===== config.mk =====
export PLATFORM = sky130hd
export DESIGN_NAME = bitwise_accel
export DESIGN_NICKNAME = d
export VERILOG_FILES = /design/src/rtl/bitwise_accel_pkg.sv /design/src/rtl/bitwise_accel.sv
export SDC_FILE = /design/constraint.sdc
export NUM_CORES = 1
export LEC_CHECK = 0
export BUFFER_PORTS_ARGS = -buffer_cell sky130_fd_sc_hd__buf_4
export CORE_ASPECT_RATIO = 1.5
export CORE_MARGIN = 2
export CORE_UTILIZATION = 40
export CTS_BUF_LIST = sky130_fd_sc_hd__clkbuf_16
export CTS_CLUSTER_DIAMETER = 150
export DETAILED_ROUTE_END_ITERATION = 10
export PLACE_DENSITY = 0.57
export RECOVER_POWER = 50
export SYNTH_ARGS = -nofsm -noshare
export SYNTH_HDL_FRONTEND = slang
export SYNTH_SLANG_ARGS = --single-unit

===== constraint.sdc =====
create_clock -name clk_i -period 4.3 [get_ports clk_i]
set_input_delay 0 -clock clk_i [delete_from_list [all_inputs] [get_ports clk_i]]
set_output_delay 0 -clock clk_i [all_outputs]
set_load 0.01 [all_outputs]

===== src/rtl/bitwise_accel_pkg.sv =====
// Shared constants, types and reduction helpers for the bitwise reduction accelerator.
package bitwise_accel_pkg;

    localparam int unsigned DATA_W  = 32;
    localparam int unsigned COUNT_W = 8;

    // Register byte offsets.
    localparam logic [7:0] OFF_CTRL   = 8'h80;
    localparam logic [7:0] OFF_STATUS = 8'h84;
    localparam logic [7:0] OFF_RESULT = 8'h88;

    // CTRL field positions.
    localparam int unsigned CTRL_START_BIT  = 0;
    localparam int unsigned CTRL_MODE_LSB   = 1;
    localparam int unsigned CTRL_IRQ_EN_BIT = 3;
    localparam int unsigned CTRL_COUNT_LSB  = 8;

    // STATUS field positions.
    localparam int unsigned STAT_BUSY_BIT = 0;
    localparam int unsigned STAT_DONE_BIT = 1;
    localparam int unsigned STAT_ERR_BIT  = 2;

    typedef enum logic [1:0] {
        MODE_OR   = 2'd0,
        MODE_AND  = 2'd1,
        MODE_XOR  = 2'd2,
        MODE_RSVD = 2'd3
    } mode_e;

    typedef enum logic {
        IDLE = 1'b0,
        RUN  = 1'b1
    } state_e;

    // Starting accumulator value that leaves the first operand unchanged.
    function automatic logic [DATA_W-1:0] identity(mode_e m);
        return (m == MODE_AND) ? '1 : '0;
    endfunction

    // One reduction step.
    function automatic logic [DATA_W-1:0] apply(mode_e m, logic [DATA_W-1:0] a,
                                                logic [DATA_W-1:0] b);
        case (m)
            MODE_OR:  return a | b;
            MODE_AND: return a & b;
            MODE_XOR: return a ^ b;
            default:  return a;
        endcase
    endfunction

endpackage


===== src/rtl/bitwise_accel.sv =====
// Memory-mapped OR/AND/XOR reduction over software-written operand registers.
module bitwise_accel
    import bitwise_accel_pkg::*;
#(
    parameter int unsigned NUM_OPS = 4,
    parameter int unsigned ADDR_W  = 8
) (
    input  logic        clk_i,
    input  logic        rst_i,
    input  logic        accel_req_i,
    input  logic        accel_we_i,
    input  logic [3:0]  accel_be_i,
    input  logic [31:0] accel_addr_i,
    input  logic [31:0] accel_wdata_i,
    output logic        accel_rvalid_o,
    output logic [31:0] accel_rdata_o,
    output logic        accel_irq_o
);

    localparam int unsigned IDX_W = ADDR_W - 2;

    logic [DATA_W-1:0]  op_q [NUM_OPS];
    logic [DATA_W-1:0]  acc_q;
    logic [DATA_W-1:0]  result_q;
    logic [COUNT_W-1:0] idx_q;
    logic [COUNT_W-1:0] count_q;
    mode_e              mode_q;
    logic               irq_en_q;
    logic               done_q;
    logic               err_q;
    state_e             state_q;
    state_e             state_d;

    logic [ADDR_W-1:0]  off_c;
    logic [IDX_W-1:0]   word_c;
    logic [NUM_OPS-1:0] op_sel_c;
    logic [DATA_W-1:0]  rd_data_c;
    logic [DATA_W-1:0]  cur_op_c;
    logic               busy_c;
    logic               wr_c;
    logic               ctrl_wr_c;
    logic               status_wr_c;
    mode_e              mode_w_c;
    logic [COUNT_W-1:0] cnt_w_c;
    logic               cfg_legal_c;
    logic               start_req_c;
    logic               start_ok_c;
    logic               start_err_c;
    logic               last_c;
    logic               unused_c;

    assign off_c       = accel_addr_i[ADDR_W-1:0];
    assign word_c      = off_c[ADDR_W-1:2];
    assign unused_c    = ^{accel_addr_i[31:ADDR_W], accel_addr_i[1:0]};
    assign busy_c      = (state_q == RUN);
    assign wr_c        = accel_req_i & accel_we_i;
    assign ctrl_wr_c   = wr_c & (off_c == ADDR_W'(OFF_CTRL));
    assign status_wr_c = wr_c & (off_c == ADDR_W'(OFF_STATUS));
    assign mode_w_c    = mode_e'(accel_wdata_i[CTRL_MODE_LSB +: 2]);
    assign cnt_w_c     = accel_wdata_i[CTRL_COUNT_LSB +: COUNT_W];
    assign cfg_legal_c = (cnt_w_c != '0) && (cnt_w_c <= COUNT_W'(NUM_OPS))
                         && (mode_w_c != MODE_RSVD);
    assign start_req_c = ctrl_wr_c & accel_wdata_i[CTRL_START_BIT];
    assign start_ok_c  = start_req_c & ~busy_c & cfg_legal_c;
    assign start_err_c = start_req_c & (busy_c | ~cfg_legal_c);
    assign last_c      = busy_c && (idx_q == count_q - COUNT_W'(1));
    assign accel_irq_o = done_q & irq_en_q;

    // Address decode, read mux and current-operand select.
    always_comb begin
        op_sel_c  = '0;
        rd_data_c = '0;
        cur_op_c  = '0;
        for (int i = 0; i < NUM_OPS; i++) begin
            op_sel_c[i] = (word_c == IDX_W'(i));
            if (op_sel_c[i]) rd_data_c = op_q[i];
            if (idx_q == COUNT_W'(i)) cur_op_c = op_q[i];
        end
        if (off_c == ADDR_W'(OFF_CTRL))
            rd_data_c = DATA_W'({count_q, 4'b0, irq_en_q, mode_q, 1'b0});
        else if (off_c == ADDR_W'(OFF_STATUS))
            rd_data_c = DATA_W'({err_q, done_q, busy_c});
        else if (off_c == ADDR_W'(OFF_RESULT))
            rd_data_c = result_q;
    end

    // Operand register file with byte-enable writes, frozen while a run is in flight.
    always_ff @(posedge clk_i) begin
        if (rst_i) begin
            for (int i = 0; i < NUM_OPS; i++) op_q[i] <= '0;
        end else if (wr_c && !busy_c) begin
            for (int i = 0; i < NUM_OPS; i++) begin
                for (int b = 0; b < 4; b++) begin
                    if (op_sel_c[i] && accel_be_i[b])
                        op_q[i][8*b +: 8] <= accel_wdata_i[8*b +: 8];
                end
            end
        end
    end

    // CTRL fields; stored on any idle write even when the start itself is rejected.
    always_ff @(posedge clk_i) begin
        if (rst_i) begin
            mode_q   <= MODE_OR;
            irq_en_q <= 1'b0;
            count_q  <= '0;
        end else if (ctrl_wr_c && !busy_c) begin
            mode_q   <= mode_w_c;
            irq_en_q <= accel_wdata_i[CTRL_IRQ_EN_BIT];
            count_q  <= cnt_w_c;
        end
    end

    // FSM state register.
    always_ff @(posedge clk_i) begin
        if (rst_i) state_q <= IDLE;
        else       state_q <= state_d;
    end

    // FSM next state.
    always_comb begin
        state_d = state_q;
        case (state_q)
            IDLE:    if (start_ok_c) state_d = RUN;
            RUN:     if (last_c)     state_d = IDLE;
            default: state_d = IDLE;
        endcase
    end

    // Accumulator, index, result and sticky status; completion beats a done W1C.
    always_ff @(posedge clk_i) begin
        if (rst_i) begin
            acc_q    <= '0;
            idx_q    <= '0;
            result_q <= '0;
            done_q   <= 1'b0;
            err_q    <= 1'b0;
        end else begin
            if (start_ok_c) begin
                acc_q <= identity(mode_w_c);
                idx_q <= '0;
            end else if (busy_c) begin
                acc_q <= apply(mode_q, acc_q, cur_op_c);
                idx_q <= idx_q + COUNT_W'(1);
            end
            if (last_c) result_q <= apply(mode_q, acc_q, cur_op_c);

            if (start_ok_c)
                done_q <= 1'b0;
            else if (last_c)
                done_q <= 1'b1;
            else if (status_wr_c && accel_wdata_i[STAT_DONE_BIT])
                done_q <= 1'b0;

            if (start_err_c)
                err_q <= 1'b1;
            else if (status_wr_c && accel_wdata_i[STAT_ERR_BIT])
                err_q <= 1'b0;
        end
    end

    // Bus response: one cycle after every request, data sampled at the request edge.
    always_ff @(posedge clk_i) begin
        if (rst_i) begin
            accel_rvalid_o <= 1'b0;
            accel_rdata_o  <= '0;
        end else begin
            accel_rvalid_o <= accel_req_i;
            if (accel_req_i) accel_rdata_o <= rd_data_c;
        end
    end

endmodule


; ---- Word-level counts from Yosys, hierarchy flattened
; Memory sizes are Yosys's and may differ from the RTL's.
; Cells that the tools add are included.
[word_totals]
ff_bits = 119
ram_bits = 128
output_inout_bits = 34
wordCells = 195
n_memories = 1
[memory_table]
columns = memory, depth, word_bits, read_ports, rd_ports_with_merged_regs, wr, line
row1 = op_q, 4, 32, 4, 0, 4, bitwise_accel.sv:22  ; logic [DATA_W-1:0] op_q [NUM_OPS];
[classes]
n_addsub = 2
n_lt_le_gt_ge = 1
eq_ne = 14
muxes = 104
bitwise = 30
n_reduce_logical = 32
[ops]
columns = cell, count
row1 = $mux W32, 14
row2 = $mux W8, 16
row3 = $pmux W32 S3, 1
row4 = $mux W1, 72
row5 = $and A32 B32 Y32, 1
row6 = $or A32 B32 Y32, 1
row7 = $xor A32 B32 Y32, 1
row8 = $eq A8 B8 Y1 const B, 3
row9 = $logic_and A1 B1 Y1, 23
row10 = $or A1 B1 Y1, 17
row11 = $eq A8 B2 Y1 const B, 2
row12 = $eq A6 B2 Y1 const B, 2
row13 = $add A8 B1 Y8 const B, 1
row14 = $and A1 B1 Y1, 8
row15 = $eq A8 B1 Y1 const B, 1
row16 = $eq A8 B8 Y1, 1
row17 = $le A8 B3 Y1 const B, 1
row18 = $logic_not A8 Y1, 1
row19 = $reduce_bool A8 Y1, 1
row20 = $sub A8 B1 Y8 const B, 1
row21 = $eq A6 B1 Y1 const B, 1
row22 = $logic_not A6 Y1, 1
row23 = $reduce_bool A2 Y1, 3
row24 = $eq A2 B1 Y1 const B, 2
row25 = 7 further kinds, 8

; ---- Depth between registers and ports, before layout
; Gate-level depths: netlist of run 1.
[logic_depth]
ltp_word = 9
mapped_depth = 17
mapped_depth_nobuf = 15

; ---- Worst setup path before layout of run 1
; No wires, ideal clock.
[synth_timing]
path_kind = reg2reg
from = register idx_q[0]
to = register acc_q[7]
setup_time_ps = 133
arrival_time_ps = 2798
setup_slack_ps = 1370
stages_incl_launch_ff = 17
synth_period_minus_slack_ps = 2930
path_cell_list = dfxtp_1 inv_1 ha_1 nor2b_1 clkbuf_1 clkbuf_1 a22oi_1 nor2_1 a21oi_1 o21ai_0 nand2_1 ha_1 mux4_2 nand2_1 o21ai_0 nand2_1 a21oi_1
[synth_via]
elab_chain_len = 9
[synth_rtl]
columns = item, line
row1 = start: declaration, bitwise_accel.sv:25  ; logic [COUNT_W-1:0] idx_q;
row2 = start signal: assignment, bitwise_accel.sv:144  ; idx_q <= idx_q + COUNT_W'(1);
row3 = $logic_not A8 Y1, bitwise_accel.sv:77  ; if (idx_q == COUNT_W'(i)) cur_op_c = op_q[i];
row4 = $mux W32 (3 in a row), bitwise_accel.sv:77
row5 = $mux W32 (*), bitwise_accel.sv:77
row6 = $xor A32 B32 Y32 (tied with other cells), bitwise_accel_pkg.sv:46  ; MODE_XOR: return a ^ b;
row7 = $pmux W32 S3 (*), bitwise_accel_pkg.sv:43  ; case (m)
row8 = $mux W32 (*), bitwise_accel.sv:142  ; end else if (busy_c) begin
row9 = $mux W32 (*), bitwise_accel.sv:139  ; if (start_ok_c) begin
row10 = end signal: assignment, bitwise_accel.sv:140  ; acc_q <= identity(mode_w_c);
row11 = end signal: assignment, bitwise_accel.sv:143  ; acc_q <= apply(mode_q, acc_q, cur_op_c);
row12 = end: declaration, bitwise_accel.sv:23  ; logic [DATA_W-1:0] acc_q;
; Mark *: on every way between the ends. The rest lies on a longest branch, timed or not. The select of a mux whose other input is x is not followed.
; A chain may end at the register's enable or synchronous reset.

; ---- Worst setup path after layout of run 1
[layout_timing]
from = register idx_q[1]
to = register acc_q[14]
; Same word-level chain as after synthesis.

==> results by stage, run 1 <==
Status:
- The flow ran to the end, but the final reports show violations.
- The final reports fail on capacitance limit, slew limit.

Pwr:
- The net switching power of the design is between 1000 and 1500 uW.
- In this run the power density over the cells is 326 mW/mm2.
- The part of the total power dissipated in sequential elements is 0.482.
- The maximum vdd ir drop is between 0.0002 and 0.0003 V.
- For this design the static power due to leakage is between 0.005 and 0.006 uW.
- Of the total power, combinational logic draws 0.070.
- The relative contribution of the clock network to total power is 0.448.
- The internal power is around 4000 uW.
- Of the total power, the share spent switching nets is 0.234.

Setup path:
- The kind of end point of the critical path is a register.
- The register-to-register path setup slack is about 0.85 ns.
- The critical path in this run is classified as reg -> reg.
- The startpoint identified for the worst register-to-register timing path is idx_q[1]$_SDFFE_PP0P_.
- The worst register-to-register path ends at acc_q[14]$_SDFFE_PP0P_.
- For the worst flop-to-flop path, the logic depth is 15.
- The peak fanout along the critical path is 7.
- The type of origin of the critical path is a register.
- The arrival time reported for the critical path endpoint is 3.91 ns.
- For the worst setup path, the data required time is ~4.8 ns.

Synth:
- The net count after synthesis is ~1600.
- Of the total synthesized cell area, the portion taken by XOR and XNOR cells is 0.00989.
- The adder and majority cell fraction of the synthesized area is 0.0609.
- Of the synthesized area, sequential elements account for 0.439.
- The average instance in the mapped netlist occupies 9.83 um2.
- The cell area after technology mapping is 0.0142 mm2.
- For this run, the number of Yosys warnings is 0.
- The share of synthesized registers carrying an async set or reset is 0.
- The proportion of synthesized area in mux cells is 0.106.
- The main combinational cell family by area after synthesis is simple AND/OR/NAND/NOR gates.
- Yosys mapped a number of flops with a built-in enable equal to between 100 and 150.
- The number of different library cells used by synthesis comes to around 50.
- Counting every instance in the synthesized netlist gives 1441.
- The synthesized-area fraction occupied by ao, oa, aoi and oai cells is 0.156.
- In the synthesized netlist the dominant register cell turns out to be sky130_fd_sc_hd__edfxtp_1.
- The basic-gate share of the synthesized area counting and, or, nand and nor cells is 0.172.
- The flip-flop and latch count after synthesis is 247.

STA:
- In the post-route analysis, the smallest setup slack over all paths is between 0.8 and 0.9 ns.
- Setup repair after global routing left no endpoint under its margin.
- At the pin with the least slew margin, the transition time is approximately 1.7 ns.
- The worst-case headroom to the max-slew limit is -0.151.
- The minimum clock period is approximately 3.5 ns.
- The maximum clock frequency is ~290 MHz.
- The worst hold slack is ~0.066 ns.
- The final total negative setup slack is 0 ns.
- The worst clock skew is between 0.015 and 0.02 ns.
- The number of hold-slack violations in the final timing report is 0.
- The final-report max-slew violation count was 74.
- The share of the clock period used by the worst path is 0.803.
- Setup violations remaining at the end of the flow were counted as 0.

Place:
- The congestion estimate from routability-driven global placement came to 0.795.
- Buffers placed on the I/O ports in this run total 81.
- The worst slack at placement is 0.860 ns.
- The half-perimeter wire length after detailed placement is 27.9 mm.

GRT:
- The number of antenna violations at the first check in global routing is 1.
- Entering global routing, the biggest net connects between 70 and 80 pins.
- The first global-routing pass estimated between 60 and 70 mm of wire.
- In the global route stage, overall resource usage came out at 0.227.
- The via count of the first global-routing pass was between 10000 and 15000.
- For this run the aggregate overflow at the end of global routing stands at 0.

Run:
- The max capacitance violation total is 2.

Clock network:
- Clock-pin slew was measured on the worst setup and hold paths at around 0.06 ns.
- The number of levels in the clock H-tree is 1.
- The worst-case clock buffer depth is 3.
- The later-pin clock latency in the skew report is ~0.54 ns.
- The count of clock tree sinks is around 250.
- The CTS tree is yes.
- The CTS buffer count is 27.
- The cell chosen for the clock root is sky130_fd_sc_hd__clkbuf_16.

Route:
- The number of design-rule violations left by the first detailed-router iteration is roughly 700.
- The first-pass iteration count of the detailed router is 6.
- The post-route DRC violation count is 0.
- The wire length after detailed routing is roughly 41 mm.
- The antenna violation net count after detailed routing is 0.
- The average wire length per cell after detail routing is ~21 um.
- Detailed routing inserted a total of approximately 11000 vias.
- After detailed routing, the number of vias per cell comes to about 5.5.

Floorplanning:
- The die is ~160 um wide.
- The total area inside the core boundary comes to between 0.03 and 0.04 mm2.
- The initial standard-cell utilization of the core is 0.405.
- The placement row count is 84.
- The die is 235 um tall.
- ~110 I/O pins were placed.
- The overall die area is 0.0370 mm2.

Min path:
- Along the worst hold path, the cell count comes to 5.
- For hold timing, the worst endpoint is accel_rdata_o[17]$_SDFFE_PP0P_.
- The worst hold path begins at accel_addr_i[6].
- In this run the worst hold path is classified as in -> reg.

Layout:
- Once layout is complete, the utilization of the core stands at 0.466.
- Relative to the synthesized area, the layout overhead comes to 15.0%.
- The net count of the finished layout is 1652.
- The diode insertion count for antenna repair is 0.
- The proportion of layout cells with a drive suffix above 1 is 0.132.
[state kept, by name, indices dropped and copies added, names as in the netlist]
signal and flops:
op_q 128, acc_q 32, accel_rdata_o 32, result_q 32
count_q 8, idx_q 8, mode_q 2, accel_rvalid_o 1
busy_c 1, done_q 1, err_q 1, irq_en_q 1
[cell usage in the layout (no fill, tap or decap), types with 35 or more instances in the layout]
master	count
sky130_fd_sc_hd__clkbuf_1	35
sky130_fd_sc_hd__ha_1	67
sky130_fd_sc_hd__buf_4	75
sky130_fd_sc_hd__o211ai_1	40
sky130_fd_sc_hd__a21oi_1	142
sky130_fd_sc_hd__edfxtp_1	128
sky130_fd_sc_hd__nor2_1	109
sky130_fd_sc_hd__inv_1	104
sky130_fd_sc_hd__nand2_1	140
sky130_fd_sc_hd__dfxtp_1	117
sky130_fd_sc_hd__and2_1	142
sky130_fd_sc_hd__o21ai_0	47
sky130_fd_sc_hd__dlygate4sd3_1	35
sky130_fd_sc_hd__mux4_2	61
[power groups by stage]
stage	Combinational, uW	Sequential, uW	Clock [uW]
after detailed placement	358	2610	0
after floorplan	202	2600	0
after global placement	353	2610	0
final	371	2560	2380
after global routing	402	2560	2510
after CTS	383	2560	2420
[worst max path at each step]
stage          cells after the start             startpoint                      to  slack, ns
2_1_floorplan                     16  idx_q[0]$_SDFFE_PP0P_   acc_q[7]$_SDFFE_PP0P_       1.37
3_3_place_gp                      15  idx_q[1]$_SDFFE_PP0P_  acc_q[12]$_SDFFE_PP0P_       0.90
3_5_place_dp                      15  idx_q[1]$_SDFFE_PP0P_  acc_q[12]$_SDFFE_PP0P_       0.86
5_1_grt                           15  idx_q[0]$_SDFFE_PP0P_  acc_q[19]$_SDFFE_PP0P_       0.58
4_1_cts                           15  idx_q[1]$_SDFFE_PP0P_  acc_q[12]$_SDFFE_PP0P_       0.85
6_report                          15  idx_q[1]$_SDFFE_PP0P_  acc_q[14]$_SDFFE_PP0P_       0.85
[logic make-up (layout without fill, tap and decap cells)]
kind of cell / Yosys count / after routing
DFF: 247 / 247
and+or+nand+nor: 487 / 487
adders and majority gates: 69 / 69
xor gates and xnor gates: 16 / 16
buffers and inverters: 206 / 296
muxes: 74 / 74
AOI/OAI and AO/OA: 342 / 342
[synth_stat cells, types with 6 or more instances]
master                     number  area (um2)
sky130_fd_sc_hd__xor2_1         8        70.1
sky130_fd_sc_hd__dfxtp_1      119        2380
sky130_fd_sc_hd__mux4_2        61        1370
sky130_fd_sc_hd__nand3_1       17        85.1
sky130_fd_sc_hd__inv_1         99         372
sky130_fd_sc_hd__ha_1          69         863
sky130_fd_sc_hd__clkbuf_1      79         297
sky130_fd_sc_hd__buf_1         18        67.6
sky130_fd_sc_hd__xnor2_1        8        70.1
sky130_fd_sc_hd__o21ai_0       47         235
sky130_fd_sc_hd__a211oi_1      15         113
sky130_fd_sc_hd__a31oi_1       11        68.8
sky130_fd_sc_hd__a22oi_1       27         203
sky130_fd_sc_hd__o21bai_1      18         135
sky130_fd_sc_hd__nand2b_1      17         106
sky130_fd_sc_hd__nand3b_1      15         113
sky130_fd_sc_hd__nand2_1      140         526
sky130_fd_sc_hd__a311oi_2       8         120
sky130_fd_sc_hd__mux2i_1       13         130
sky130_fd_sc_hd__a311oi_1      20         175
sky130_fd_sc_hd__o211ai_1      40         300
sky130_fd_sc_hd__a21oi_1      142         711
sky130_fd_sc_hd__and2_1       146         913
sky130_fd_sc_hd__nor4_1         6        37.5
sky130_fd_sc_hd__nor2_1       109         409
sky130_fd_sc_hd__edfxtp_1     128        3840
sky130_fd_sc_hd__nor2b_1       17         106
[worst max-delay path, stage by stage, from the launching register on]
cell and delay (ns):
sky130_fd_sc_hd__dfxtp_1 0.45, sky130_fd_sc_hd__inv_1 0.10, sky130_fd_sc_hd__ha_1 0.36, sky130_fd_sc_hd__nor2b_1 0.26, sky130_fd_sc_hd__buf_4 0.21, sky130_fd_sc_hd__a22oi_1 0.08
sky130_fd_sc_hd__nor2_1 0.10, sky130_fd_sc_hd__a21oi_1 0.05, sky130_fd_sc_hd__o21ai_0 0.50, sky130_fd_sc_hd__nand2_1 0.12, sky130_fd_sc_hd__ha_1 0.30, sky130_fd_sc_hd__inv_1 0.03
sky130_fd_sc_hd__mux4_2 0.46, sky130_fd_sc_hd__nand2_1 0.09, sky130_fd_sc_hd__o211ai_1 0.09, sky130_fd_sc_hd__a21oi_1 0.16
[per-stage QoR]
| step | instances | power (uW) | cell area, um2 |
|---|---|---|---|
| floorplan | 1441 | 2800 | 14200 |
| global placement | 1920 | 2960 | 15200 |
| detailed placement | 1920 | 2970 | 15200 |
| CTS | 2004 | 5360 | 16400 |
| global route | 2004 | 5470 | 16300 |
| finish | 2004 | 5310 | 16300 |
[per-layer routing]
layer,GRT usage,part of all wire
met5,0,0
met4,0.123,0.054
met3,0.0225,0.041
met2,0.408,0.51
met1,0.264,0.39
[layout make-up]
type	count	area (um2)
multi-input combinational	988	7160
tap	473	592
clock buffer	27	676
sequential	247	6230
timing repair buffer	147	1050
inverter	100	375
fill	3330	18700
clock inverter	22	209
[timing repair]
item	CTS	global route
hold buffers	35	0
setup buffers	0	0
gates resized for setup	0	0
endpoints found under the hold margin	165	0
Power figures use the tool's default switching activity.
==> run 2, diff against run 1 <==
Settings changed: ABC_AREA set to 1.
Clock period 4.3 ns to 3.5 ns, I/O delays scaled along.
==> run 2 against run 1 <==
Against the previous run: the flow now finishes without violations; final cell count is 19% higher; clock-buffer cell count is 1 lower; critical path depth is 6 lower; highest routed layer unchanged.
==> results by stage, run 2 <==
Status:
- Status: finished, final reports clean (was finished, violations left).

Route:
- The average wire length per cell after detail routing is 18.1 um (was 20.7 um).
- The wire length after detailed routing was 43.3 mm (was 41.5 mm).
- The total length of routed met3 wires came to 2.22 mm (was 1.70 mm).
- The first-pass iteration count of the detailed router came to 5 (was 6).
- The highest metal layer used by the detailed router is met4 (unchanged).
- The average via count per standard cell was 5.22 (was 5.53).
- The number of design-rule violations left by the first detailed-router iteration is 985 (was 706).
- The total routed wire length on the met1 layer is 18.7 mm (was 16.2 mm).
- The antenna violation net count after detailed routing is 0 (unchanged).
- The post-route DRC violation count is 0 (unchanged).
- The met2 layer wire length in the routed design is 21.1 mm (was 21.3 mm).
- The total via count after detailed routing is 12500 (was 11100).

Clock network:
- The worst-case clock buffer depth was 3 (unchanged).
- The clock transition at the registers of the reported paths came to 0.07 ns (was 0.06 ns).
- The number of setup buffers added after CTS is 0 (unchanged).
- The post-cts resize count is 0 (unchanged).
- The CTS tree was yes (unchanged).
- The number of levels in the clock H-tree came to 1 (unchanged).
- The cell chosen for the clock root is sky130_fd_sc_hd__clkbuf_16 (unchanged).
- The number of buffers inserted for hold repair after clock tree synthesis is 39 (was 35).
- The count of clock tree sinks is 247 (unchanged).
- The CTS buffer count was 26 (was 27).
- The later-pin clock latency in the skew report is 0.56 ns (was 0.54 ns).

STA:
- The worst-case headroom to the max-slew limit is 0.198 (was -0.151).
- RSZ-0062 raised after global routing: false (unchanged).
- The worst clock skew was 0.0210 ns (was 0.0176 ns).
- The share of the clock period used by the worst path is 0.878.
- The maximum clock frequency is between 300 and 400 MHz.
- The number of hold-slack violations in the final timing report was 0 (unchanged).
- The final-report max-slew violation count came to 0 (was 74).
- The final total negative setup slack is 0 ns (unchanged).
- The minimum clock period is ~3.1 ns.
- The actual transition at the worst max-transition pin came to 1.20 ns (was 1.73 ns).
- The number of setup violations in the final report is 0 (unchanged).

Layout:
- The storage element area was 0.00623 mm2 (about the same).
- The flip-flop count of the largest register after layout came to 128 (unchanged).
- Top library cells by usage in the layout, fill and taps aside: sky130_fd_sc_hd__nand2_1, sky130_fd_sc_hd__nor2_1, sky130_fd_sc_hd__inv_1 (was sky130_fd_sc_hd__a21oi_1, sky130_fd_sc_hd__and2_1, sky130_fd_sc_hd__nand2_1).
- The multi-input logic area came to 0.00636 mm2 (was 0.00716 mm2).
- The proportion of layout cells with a drive suffix above 1 was 0.0772 (was 0.132).
- The most common cell after layout, fill and taps aside is sky130_fd_sc_hd__nand2_1.
- The design area came to 0.0160 mm2 (was 0.0163 mm2).
- The diode insertion count for antenna repair is 0 (unchanged).
- The fill cell instance count of the final layout is 3460 (was 3330).
- The register bank with the most flops is op_q (unchanged).
- The post-synthesis to final-layout area growth was 15.1% (was 15.0%).
- The net count reported at finish is 2089 (was 1652).

Place:
- The quantity of I/O buffers inserted on ports was 81 (unchanged).
- The routability congestion estimate from global placement came to 0.863 (was 0.795).
- The half-perimeter wire length after detailed placement is 30.5 mm (was 27.9 mm).
- The total cell area at the placement stage is 0.0150 mm2 (was 0.0152 mm2).

Setup path:
- The peak fanout along the critical path is 32 (was 7).
- The register-to-register path setup slack came to 0.43 ns (was 0.85 ns).
- The data required time at the worst endpoint is 3.99 ns (was 4.76 ns).
- The arrival time reported for the critical path endpoint came to 3.56 ns (was 3.91 ns).
- The type of the worst setup path was in -> reg (was reg -> reg).
- The type of origin of the critical path was a primary input (was register).
- The kind of end point of the critical path is a register (unchanged).

Floorplanning:
- The placement row count is 83 (was 84).
- The overall die area was 0.0363 mm2 (was 0.0370 mm2).
- The die extent in y is 232 um (was 235 um).
- The I/O pin total is 106 (unchanged).
- The area inside the core boundary came to 0.0343 mm2 (was 0.0350 mm2).
- The initial standard-cell utilization of the core is 0.406 (was 0.405).
- The die boundary width is 156 um (was 158 um).

Synth:
- The area fraction of the dominant cell type after synthesis was 0.276 (was 0.271).
- The number of distinct standard cells referenced by the synthesized netlist is 38 (was 51).
- Most common library cells after synthesis: sky130_fd_sc_hd__nand2_1, sky130_fd_sc_hd__nor2_1, sky130_fd_sc_hd__inv_1, sky130_fd_sc_hd__a21oi_1, sky130_fd_sc_hd__edfxtp_1 (was sky130_fd_sc_hd__and2_1, sky130_fd_sc_hd__a21oi_1, sky130_fd_sc_hd__nand2_1, sky130_fd_sc_hd__edfxtp_1, sky130_fd_sc_hd__dfxtp_1).
- The cell area after technology mapping is 0.0139 mm2 (was 0.0142 mm2).
- The synthesized-area fraction occupied by xor and xnor cells is 0.00503 (was 0.00989).
- The adder and majority cell fraction of the synthesized area was 0.0620 (was 0.0609).
- The synthesized-area fraction occupied by ao, oa, aoi and oai cells was 0.135 (was 0.156).
- The number of warnings reported in the yosys synthesis log is 0 (unchanged).
- The flip-flop and latch count after synthesis is 247 (unchanged).
- The largest area contributor in the netlist is sky130_fd_sc_hd__edfxtp_1 (unchanged).
- The proportion of synthesized area in mux cells is 0 (was 0.106).
- The dominant register cell in the synthesized netlist is sky130_fd_sc_hd__edfxtp_1 (unchanged).
- Top cells by area, synth: sky130_fd_sc_hd__edfxtp_1, sky130_fd_sc_hd__dfxtp_1, sky130_fd_sc_hd__nand2_1 (was sky130_fd_sc_hd__edfxtp_1, sky130_fd_sc_hd__dfxtp_1, sky130_fd_sc_hd__mux4_2).
- The basic-gate share of the synthesized area counting and, or, nand and nor cells is 0.255 (was 0.172).
- The most frequent cell after synthesis is sky130_fd_sc_hd__nand2_1 (was sky130_fd_sc_hd__and2_1).
- The share of synthesized registers carrying an async set or reset is 0 (unchanged).
- The main combinational cell family by area after synthesis is simple AND/OR/NAND/NOR gates (unchanged).
- The net count after synthesis was 1984 (was 1582).
- The proportion of synthesized chip area in sequential cells is 0.447 (was 0.439).
- The number of synthesized flops with an enable pin was 128 (unchanged).
- The cell count after synthesis is 1843 (was 1441).
- The average instance area after synthesis is 7.55 um2 (was 9.83 um2).

Pwr:
- The maximum vdd ir drop came to 0.000356 V (was 0.000272 V).
- The static leakage power came to 0.00708 uW (was 0.00592 uW).
- The power density relative to cell area is 390 mW/mm2 (was 326 mW/mm2).

GRT:
- The via count of the first global-routing pass is 12100 (was 10900).
- The overall track demand over capacity in global routing is 0.240 (was 0.227).
- The number of antenna violations at the first check in global routing was 0 (was 1).
- The remaining global-route overflow is 0 (unchanged).
- The pin count of the biggest net entering global routing came to 36 (was 74).
- The first-pass GRT wire length is 67.3 mm (was 63.3 mm).

Min path:
- The worst min-delay path category is in -> reg (unchanged).

Run:
- The max capacitance violation total is 0 (was 2).
[run 2: cell count changes in the layout (fill, tap and decap cells not counted), sizes merged, moves of 17 or more]
cell / before / now
nor2: 109 / 363
nand2: 141 / 384
and2: 146 / 0
inv: 106 / 238
nand3: 17 / 85
mux4: 61 / 0
o21ai: 47 / 108
a311oi: 28 / 0
o21bai: 18 / 0
nand2b: 17 / 0
nand4: 5 / 22
nor2b: 17 / 0
[run 2: power by group]
group / switching, uW / leakage [uW] / internal [uW] / total, uW
Sequential: 35.0 / 0.00228 / 3100 / 3130
Clock: 1220 / 0.000413 / 1500 / 2720
Combinational: 253 / 0.00439 / 142 / 395
Total: 1510 / 0.00708 / 4740 / 6250
[run 2: path summary, 6_finish.rpt]
check | end | cells past startpoint | start
setup / recovery | acc_q[4]$_SDFFE_PP0P_ | 9 | accel_req_i
hold / removal | op_q[2][0]$_SDFFCE_PN0P_ | 4 | accel_be_i[0]
setup reg to reg | acc_q[12]$_SDFFE_PP0P_ | 19 | idx_q[3]$_SDFFE_PP0P_
hold reg to reg | accel_rdata_o[22]$_SDFFE_PP0P_ | 2 | accel_rdata_o[22]$_SDFFE_PP0P_
[run 2: critical path, cell delays in order]
cell,delay (ns)
sky130_fd_sc_hd__dlygate4sd3_1,0.52
sky130_fd_sc_hd__clkbuf_1,0.64
sky130_fd_sc_hd__nand3_1,0.12
sky130_fd_sc_hd__dlygate4sd3_1,0.60
sky130_fd_sc_hd__nor2_1,0.15
sky130_fd_sc_hd__nand3_1,0.34
sky130_fd_sc_hd__o21ai_4,0.95
sky130_fd_sc_hd__nor2_1,0.08
sky130_fd_sc_hd__nor2_1,0.13
[run 2: final cells by class]
cell class / instances / area share
inverter: 233 / 0.0546
tap: 425 / 0.0332
clock inverter: 22 / 0.0103
clock buffer: 26 / 0.0406
sequential: 247 / 0.389
multi-input combinational: 1271 / 0.397
timing repair buffer: 169 / 0.0758
[run 2: layer usage]
layer / track usage / vias to the layer above
li1: - / 6185
met1: 0.314 / 5880
met2: 0.413 / 356
met3: 0.0209 / 75
met4: 0.0854 / 0
met5: 0 / -
[run 2: logic make-up (layout without fill, tap and decap cells)]
family / after synthesis / count (layout)
compound gates: 329 / 329
xor+xnor: 8 / 8
fa+ha+maj: 69 / 69
buf+inv: 325 / 450
flops: 247 / 247
simple gates: 865 / 865
[run 2: stage by stage]
stage | cells | utilization | worst slack [ns] | hold WS (ns) | power (uW)
floorplan | 1843 | - | 1.08 | 0.192 | 3390
global placement | 2306 | 0.438 | 0.505 | 0.298 | 3560
detailed placement | 2306 | 0.438 | 0.483 | 0.305 | 3570
CTS | 2393 | 0.473 | 0.464 | 0.0841 | 6320
global route | 2393 | 0.468 | 0.0816 | 0.154 | 6430
finish | 2393 | 0.468 | 0.426 | 0.106 | 6250
==> run 3, diff against run 2 <==
Clock period 3.5 ns to 2.9 ns, I/O delays scaled along.
==> run 3 against run 2 <==
Against the previous run: clock skew is 0.0096 ns lower; clock power grew 39%; critical path depth increased by 8; largest cell class unchanged; largest power group unchanged; highest routed layer unchanged.
==> results by stage, run 3 (synthesis gave the netlist of run 2 again) <==
GRT:
- The remaining global-route overflow is 0 (unchanged).
- The pin count of the biggest net entering global routing is 58 (was 36).
- The first-pass GRT wire length is 68.3 mm (was 67.3 mm).
- The number of antenna violations at the first check in global routing is 0 (unchanged).
- The via count of the first global-routing pass is 12100 (about the same).
- The overall track demand over capacity in global routing is 0.242 (was 0.240).

Layout:
- The flip-flop count of the largest register after layout is 128 (unchanged).
- The diode insertion count for antenna repair is 0 (unchanged).
- The post-route non-filler standard cell count is 2413 (was 2393).
- The register bank with the most flops is op_q (unchanged).
- The design area is 0.0164 mm2 (was 0.0160 mm2).
- The proportion of layout cells with a drive suffix above 1 is 0.0915 (was 0.0772).
- The fill cell instance count of the final layout is 3438 (was 3460).
- The net count reported at finish was 2108 (was 2089).
- The post-synthesis to final-layout area growth came to 18.0% (was 15.1%).
- The share of the core filled with cells in the final layout is 0.479 (was 0.468).
- Top library cells by usage in the layout, fill and taps aside: sky130_fd_sc_hd__nand2_1, sky130_fd_sc_hd__nor2_1, sky130_fd_sc_hd__inv_1 (unchanged).
- The most common cell after layout, fill and taps aside is sky130_fd_sc_hd__nand2_1 (unchanged).

Pwr:
- The power density relative to cell area is 489 mW/mm2 (was 390 mW/mm2).
- The static leakage power is 0.00724 uW (was 0.00708 uW).
- The maximum vdd ir drop was 0.000435 V (was 0.000356 V).

Clock network:
- The CTS buffer count is 27 (was 26).
- The later-pin clock latency in the skew report came to 0.56 ns (about the same).
- The cell chosen for the clock root is sky130_fd_sc_hd__clkbuf_16 (unchanged).
- The clock transition at the registers of the reported paths is 0.06 ns (was 0.07 ns).
- The worst-case clock buffer depth is 3 (unchanged).
- The number of levels in the clock H-tree is 1 (unchanged).
- The count of clock tree sinks came to 247 (unchanged).
- The CTS tree is yes (unchanged).

Route:
- The antenna violation net count after detailed routing is 0 (unchanged).
- The post-route DRC violation count is 0 (unchanged).
- The total via count after detailed routing is 12600 (was 12500).
- The wire length after detailed routing is 44.1 mm (was 43.3 mm).
- The average wire length per cell after detail routing came to 18.3 um (was 18.1 um).
- The number of design-rule violations left by the first detailed-router iteration is 987 (was 985).
- The first-pass iteration count of the detailed router was 5 (unchanged).
- The average via count per standard cell came to 5.24 (was 5.22).

Min path:
- The worst min-delay path category is in -> reg (unchanged).

STA:
- The worst clock skew is 0.0113 ns (was 0.0210 ns).
- The worst-case headroom to the max-slew limit is 0.181 (was 0.198).
- The actual transition at the worst max-transition pin is 1.23 ns (was 1.20 ns).
- Timing would allow up to around 370 MHz.
- The worst hold slack was 0.0790 ns (was 0.106 ns).
- The number of setup violations in the final report is 0 (unchanged).
- The final-report max-slew violation count is 0 (unchanged).
- The minimum clock period is roughly 2.7 ns.
- Dividing the final minimum period by the clock period gives 0.935.
- RSZ-0062 raised after global routing: false (unchanged).
- The number of hold-slack violations in the final timing report came to 0 (unchanged).
- The final total negative setup slack was 0 ns (unchanged).

Floorplanning:
- The initial standard-cell utilization of the core came to 0.406 (unchanged).
- The placement row count is 83 (unchanged).
- The area inside the core boundary is 0.0343 mm2 (unchanged).
- The die extent in y is 232 um (unchanged).
- The overall die area is 0.0363 mm2 (unchanged).
- The I/O pin total is 106 (unchanged).
- The die boundary width is 156 um (unchanged).

Setup path:
- The data required time at the worst endpoint was 3.35 ns (was 3.99 ns).
- The peak fanout along the critical path came to 17 (was 32).
- The arrival time reported for the critical path endpoint came to 3.17 ns (was 3.56 ns).
- The type of the worst setup path is reg -> reg (was in -> reg).
- The type of origin of the critical path is a register (was primary input).
- The kind of end point of the critical path is a register (unchanged).

Run:
- The max capacitance violation total was 0 (unchanged).

Place:
- The half-perimeter wire length after detailed placement is 31.2 mm (was 30.5 mm).
- The count of placed standard cells including taps was 2323 (was 2306).
- The quantity of I/O buffers inserted on ports is 81 (unchanged).
- The routability congestion estimate from global placement is 0.914 (was 0.863).
- The total cell area at the placement stage is 0.0152 mm2 (was 0.0150 mm2).

Status:
- Status: finished, final reports clean (unchanged).
[run 3: changes by cell type in the layout (fill, tap and decap cells not counted), moves of 3 or more]
cell / change
sky130_fd_sc_hd__a22oi_2: +4
sky130_fd_sc_hd__clkinvlp_4: +3
sky130_fd_sc_hd__buf_12: +6
sky130_fd_sc_hd__clkbuf_1: +4
sky130_fd_sc_hd__buf_4: +6
sky130_fd_sc_hd__bufinv_16: +4
sky130_fd_sc_hd__a22oi_1: -4
sky130_fd_sc_hd__clkbuf_16: +3
sky130_fd_sc_hd__inv_1: -3
[run 3: what timing repair did]
action	4_1_cts	5_1_grt
hold endpoints to repair	174	0
setup endpoints to repair	0	25
hold buffers	37	0
resized for setup	0	10
buffers inserted	0	1
[run 3: path summary, 6_finish.rpt]
path                                  from                            end  slack, ns  cells after the start
min reg2reg  accel_rdata_o[4]$_SDFFE_PP0P_  accel_rdata_o[4]$_SDFFE_PP0P_       0.46                      2
max reg2reg          idx_q[3]$_SDFFE_PP0P_          acc_q[0]$_SDFFE_PP0P_       0.19                     17
min                        accel_addr_i[4]             err_q$_SDFFE_PP0P_       0.08                      7
max                  idx_q[3]$_SDFFE_PP0P_          acc_q[0]$_SDFFE_PP0P_       0.19                     17
[run 3: power breakdown]
| group | total, uW | internal [uW] | switching [uW] |
|---|---|---|---|
| Clock | 3770 | 2240 | 1530 |
| Sequential | 3790 | 3740 | 45.3 |
| Combinational | 478 | 172 | 306 |
[run 3: per-layer routing]
layer / vias up / global-route usage / part of all wire
met3: 93 / 0.0229 / 0.054
met2: 413 / 0.413 / 0.48
met4: 0 / 0.0949 / 0.038
li1: 6224 / - / -
met5: - / 0 / 0
met1: 5910 / 0.317 / 0.43
[run 3: worst max-delay path, cell delays in order (launching register included)]
cell and delay, ns:
sky130_fd_sc_hd__dfxtp_1 0.34, sky130_fd_sc_hd__inv_1 0.10, sky130_fd_sc_hd__nand2_1 0.10, sky130_fd_sc_hd__buf_4 0.16, sky130_fd_sc_hd__nor2_1 0.08, sky130_fd_sc_hd__nand2_1 0.13
sky130_fd_sc_hd__inv_4 0.14, sky130_fd_sc_hd__buf_12 0.17, sky130_fd_sc_hd__buf_4 0.13, sky130_fd_sc_hd__nand2_1 0.04, sky130_fd_sc_hd__nand2_1 0.14, sky130_fd_sc_hd__inv_1 0.07
sky130_fd_sc_hd__ha_1 0.27, sky130_fd_sc_hd__a22o_1 0.24, sky130_fd_sc_hd__nor3_1 0.23, sky130_fd_sc_hd__nor2_1 0.07, sky130_fd_sc_hd__nor2_1 0.12, sky130_fd_sc_hd__nor2_1 0.06
[run 3: layout make-up]
type                       count  area, um2  share of cell area
clock buffer                  27        676              0.0411
clock inverter                23        279              0.0170
inverter                     233        877              0.0534
multi-input combinational   1271       6390               0.389
sequential                   247       6230               0.379
tap                          425        532              0.0324
timing repair buffer         187       1440              0.0875
[run 3: per-stage QoR]
step	total power (uW)	setup WS [ns]
2_1_floorplan	4090	0.482
3_3_place_gp	4310	0.229
3_5_place_dp	4320	0.184
4_1_cts	8100	0.167
5_1_grt	8260	0.00133
6_report	8040	0.188
